[src/rtl/counter_overflow_monitor.sv]
// Wrap / overflow-rise monitor with a req/ack interrupt and hold-off window.
// Optional sticky threshold flag: define COUNTER_MONITOR_THRESH_EN.
module counter_overflow_monitor #(
  parameter int             CNT_W   = 4,
  parameter int             EVT_W   = 8,
  parameter int             HOLDOFF = 2,
  parameter logic [EVT_W-1:0] THRESH = 8'd10
) (
  input  logic             clk,
  input  logic             reset,
  input  logic [CNT_W-1:0] counter_in,
  input  logic             overflow_in,
  input  logic             ack,
  input  logic             clear_events,
  output logic             irq,
  output logic [1:0]       irq_cause,
  output logic [EVT_W-1:0] event_count,
  output logic             missed,
  output logic             thresh_hit
);

  typedef enum logic [1:0] {
    S_IDLE,
    S_PEND,
    S_HOLD
  } state_t;

  localparam logic [3:0] HOLD_INIT = 4'(HOLDOFF);

  logic [CNT_W-1:0] prev_count_q;
  logic             prev_ovf_q;
  logic             ovf_rise;
  logic             wrap;
  logic             evt;
  logic             inc;

  logic [EVT_W-1:0] event_count_q;
  logic [EVT_W-1:0] event_count_d;
  logic             missed_q;
  logic             missed_d;

  state_t           state_q;
  logic             irq_q;
  logic [1:0]       cause_q;
  logic [3:0]       hold_q;

  assign ovf_rise = overflow_in & ~prev_ovf_q;
  assign wrap     = (prev_count_q == {CNT_W{1'b1}})
                  && (counter_in == '0);
  assign evt      = ovf_rise | wrap;
  assign inc      = wrap && (event_count_q != {EVT_W{1'b1}});

  always_ff @(posedge clk) begin
    if (reset) begin
      prev_count_q <= '0;
      prev_ovf_q   <= 1'b0;
    end else begin
      prev_count_q <= counter_in;
      prev_ovf_q   <= overflow_in;
    end
  end

  always_comb begin
    event_count_d = event_count_q;
    missed_d      = missed_q;
    if (clear_events) begin
      event_count_d = '0;
      missed_d      = 1'b0;
    end else begin
      if (inc) event_count_d = event_count_q + EVT_W'(1);
      if (evt && state_q != S_IDLE) missed_d = 1'b1;
    end
  end

  always_ff @(posedge clk) begin
    if (reset) begin
      event_count_q <= '0;
      missed_q      <= 1'b0;
    end else begin
      event_count_q <= event_count_d;
      missed_q      <= missed_d;
    end
  end

  // Events outside IDLE are dropped here; only missed records them.
  always_ff @(posedge clk) begin
    if (reset) begin
      state_q <= S_IDLE;
      irq_q   <= 1'b0;
      cause_q <= 2'b00;
      hold_q  <= 4'd0;
    end else begin
      unique case (state_q)
        S_IDLE: begin
          if (evt) begin
            irq_q   <= 1'b1;
            cause_q <= {wrap, ovf_rise};
            state_q <= S_PEND;
          end
        end
        S_PEND: begin
          if (ack) begin
            irq_q   <= 1'b0;
            hold_q  <= HOLD_INIT;
            state_q <= S_HOLD;
          end
        end
        S_HOLD: begin
          if (hold_q <= 4'd1) state_q <= S_IDLE;
          else hold_q <= hold_q - 4'd1;
        end
        default: state_q <= S_IDLE;
      endcase
    end
  end

`ifdef COUNTER_MONITOR_THRESH_EN
  logic thresh_q;
  logic thresh_d;

  always_comb begin
    thresh_d = thresh_q;
    if (clear_events) thresh_d = 1'b0;
    else if (inc && event_count_d == THRESH) thresh_d = 1'b1;
  end

  always_ff @(posedge clk) begin
    if (reset) thresh_q <= 1'b0;
    else thresh_q <= thresh_d;
  end

  assign thresh_hit = thresh_q;
`else
  assign thresh_hit = 1'b0;
`endif

  assign irq         = irq_q;
  assign irq_cause   = cause_q;
  assign event_count = event_count_q;
  assign missed      = missed_q;

endmodule

[config.mk]
export PLATFORM = sky130hd
export DESIGN_NAME = counter_overflow_monitor
export DESIGN_NICKNAME = d
export VERILOG_FILES = /design/src/rtl/counter_overflow_monitor.sv
export SDC_FILE = /design/constraint.sdc
export NUM_CORES = 1
export LEC_CHECK = 0
export ABC_AREA = 1
export BUFFER_PORTS_ARGS = -buffer_cell sky130_fd_sc_hd__buf_2
export CAP_MARGIN = 20
export CELL_PAD_IN_SITES_DETAIL_PLACEMENT = 0
export CELL_PAD_IN_SITES_GLOBAL_PLACEMENT = 2
export CORE_ASPECT_RATIO = 0.9
export CORE_MARGIN = 2
export CORE_UTILIZATION = 30
export CTS_BUF_LIST = sky130_fd_sc_hd__clkbuf_4 sky130_fd_sc_hd__clkbuf_8
export DETAILED_ROUTE_END_ITERATION = 6
export GPL_ROUTABILITY_DRIVEN = 0
export HOLD_SLACK_MARGIN = 0.05
export PLACE_DENSITY = 0.81
export SLEW_MARGIN = 20
export SYNTH_ARGS = -nofsm -noshare
export SYNTH_HDL_FRONTEND = slang
export SYNTH_SLANG_ARGS = --single-unit
[constraint.sdc]
create_clock -name clk -period 1.4 [get_ports clk]
set_input_delay 0 -clock clk [delete_from_list [all_inputs] [get_ports clk]]
set_output_delay 0 -clock clk [all_outputs]
set_load 0.05 [all_outputs]
==> metrics.txt <==
min-delay worst type=reg2reg; top-count cell post-synth=nand2_1; overall power=1.27 mW; IO buf count=20; Pwr per Cell Area=868 nW/um^2; synthesized area per cell=6.73 sq um; placed cells=232; endpoints failing setup=0; CTS tree=built; Finished Cell Area=1460 sq um; DPL Wire Length=1.85 mm; largest family of logic cells by synthesized area=simple AND/OR/NAND/NOR gates; Final Worst Setup Slack=0.140 ns; pin count of the biggest net entering global routing=13; CTS Sinks=23; vias=1086; Avg Vias per Cell=4.38; Area growth syn-to-layout=29.1%; Core Region=3680 sq um; CTS Buf Count=3; Clock Tree Buf Depth=2; Final min period=1.26 ns; Worst-Skew Late Latency=0.26 ns; Post-synth top cells=nand2_1 (47), inv_1 (26), nor2_1 (24), dfxtp_1 (23); DRC=0; Die Height=62.3 microns; worst endpoint required time=1.59 ns; top_reg_cell synth=dfxtp_1; post-synth top area share=40.7%; Die W=68.7 microns; CP max FO=7; Yosys reg bits=23; sequential fraction of the synthesis area=40.7%; Worst-path clk slew=0.08 ns; Starting Density=30.7%; Final Cycle Share=90.0%; CP arrival=1.45 ns; Post-Place Setup Slack=0.0522 ns; initial antenna violation count=0; leakage=0.696 nW; io pins=22; # diodes=0; top cells by area, synth=dfxtp_1 (41%), nand2_1 (16%), inv_1 (8.6%), nor2_1 (8.0%), a21oi_1 (5.3%); Synth Area in Compound Gates=7.74%; setup TNS=0 ns; fillers=402; Cell variety after synth=21; DP Area=1280 sq um; initial DRC count=47; FP Rows=21; Post-Layout Cell Count=248; Post-Syn Instances=168; average routed wire per standard cell=10.1 microns; outcome=complete, no violations; Crit Path Category=reg2reg; Layout Skew=0.000779 ns; net count after synthesis=180; Synth Area in Simple Gates=36.9%; first-pass GRT wire length=4.38 mm; Worst VDD drop=483 uV; nets=215; H-tree depth=1; Fmax=794 MHz; drt total wl=2.51 mm; post-synthesis mux area share=0%; cell taking the most area after synthesis=dfxtp_1; MaxCap Viol Count=0; ratio of cells with drive above 1 in the final layout=21.8%; Post-synth ARST share=0%; Final Max Slew Viols=0; CTS root buf=clkbuf_8; vias in the first global route=1076; Routed Antenna Nets=0; Post-CTS Setup Bufs=0; CP startpoint kind=flop; Post-Synth Adder-Cell Area=3.32%; crit end category=flop; die area=4280 sq um; Post-Synth XOR/XNOR Area=0.774%; drt first pass iters=4; Synth Cell Area=1130 sq um; gr usage total=13.3%; Hold Vio Cnt, Final=0; EDFF count, synth=0; total grt overflow=0; Syn. warnings=0
[state kept, by name, indices dropped and copies added, names as in the netlist]
register,flops
irq,1
irq_cause,2
hold_q,4
prev_ovf_q,1
missed,1
prev_count_q,4
event_count,8
state_q,2
[routing by layer]
metal	GRT usage [%]	wire (microns)	vias up
met5	0	0	-
met2	22.8	1230	22
met1	15.4	1140	479
li1	-	-	581
met4	3.92	28	0
met3	3.99	108	4
[through the flow]
stage	hold slack, ns	utilization [%]
2_1_floorplan	0.101	-
3_3_place_gp	0.212	34.9
3_5_place_dp	0.222	34.9
4_1_cts	0.459	39.5
5_1_grt	0.491	39.7
6_report	0.458	39.7
[cell families (layout without fill, tap and decap cells)]
| logic type | Yosys count | after routing |
|---|---|---|
| AOI/OAI and AO/OA | 17 | 17 |
| xor gates and xnor gates | 1 | 1 |
| adders and majority gates | 3 | 3 |
| buffers and inverters | 29 | 63 |
| DFF | 23 | 23 |
| other | 1 | 1 |
| and+or+nand+nor | 94 | 94 |
[placed cells by master (no fill, tap or decap), drive strengths merged]
| cell type | synthesis | layout |
|---|---|---|
| a21oi | 12 | 12 |
| buf | 2 | 20 |
| clkbuf | 0 | 4 |
| clkinv | 1 | 1 |
| conb | 1 | 1 |
| dfxtp | 23 | 23 |
| dlygate4sd3 | 0 | 12 |
| ha | 3 | 3 |
| inv | 26 | 26 |
| nand2 | 49 | 49 |
| nand3 | 13 | 13 |
| nand4 | 1 | 1 |
| nor2 | 30 | 30 |
| nor3 | 1 | 1 |
| o21ai | 4 | 4 |
| o31ai | 1 | 1 |
| xor2 | 1 | 1 |
[worst max-delay path: stages, from the launching register on]
cell and delay (ns):
dfxtp_2 0.37, ha_1 0.24, nand3_2 0.12, clkinv_2 0.10, nand2_4 0.07, nand2_4 0.11, nand2_1 0.05, a21oi_1 0.13
[cell type report]
type | count | area [sq um] | area share (%)
Inverter | 27 | 103 | 7.03
Tap cell | 46 | 57.6 | 3.94
Clock buffer | 4 | 48.8 | 3.34
Timing Repair Buffer | 32 | 220 | 15.1
Multi-Input combinational cell | 116 | 561 | 38.4
Sequential cell | 23 | 470 | 32.2
[final timing paths]
path | from | to | slack [ns] | depth (start not counted)
max | event_count[0] | event_count[6] | 0.14 | 7
min | irq | irq | 0.46 | 2
max reg2reg | event_count[0] | event_count[6] | 0.14 | 7
min reg2reg | irq | irq | 0.46 | 2
[repair_timing]
item / in CTS / in global routing
setup endpoints to repair: 0 / 5
hold buffers: 12 / 0
endpoints found under the hold margin: 10 / 0
resized for setup: 0 / 4
[power by group]
part | internal (mW) | total (mW) | switching [mW]
registers | 0.678 | 0.691 | 0.0129
clock network | 0.222 | 0.420 | 0.198
logic | 0.0620 | 0.156 | 0.0945
(Power assumes the default switching activity.)
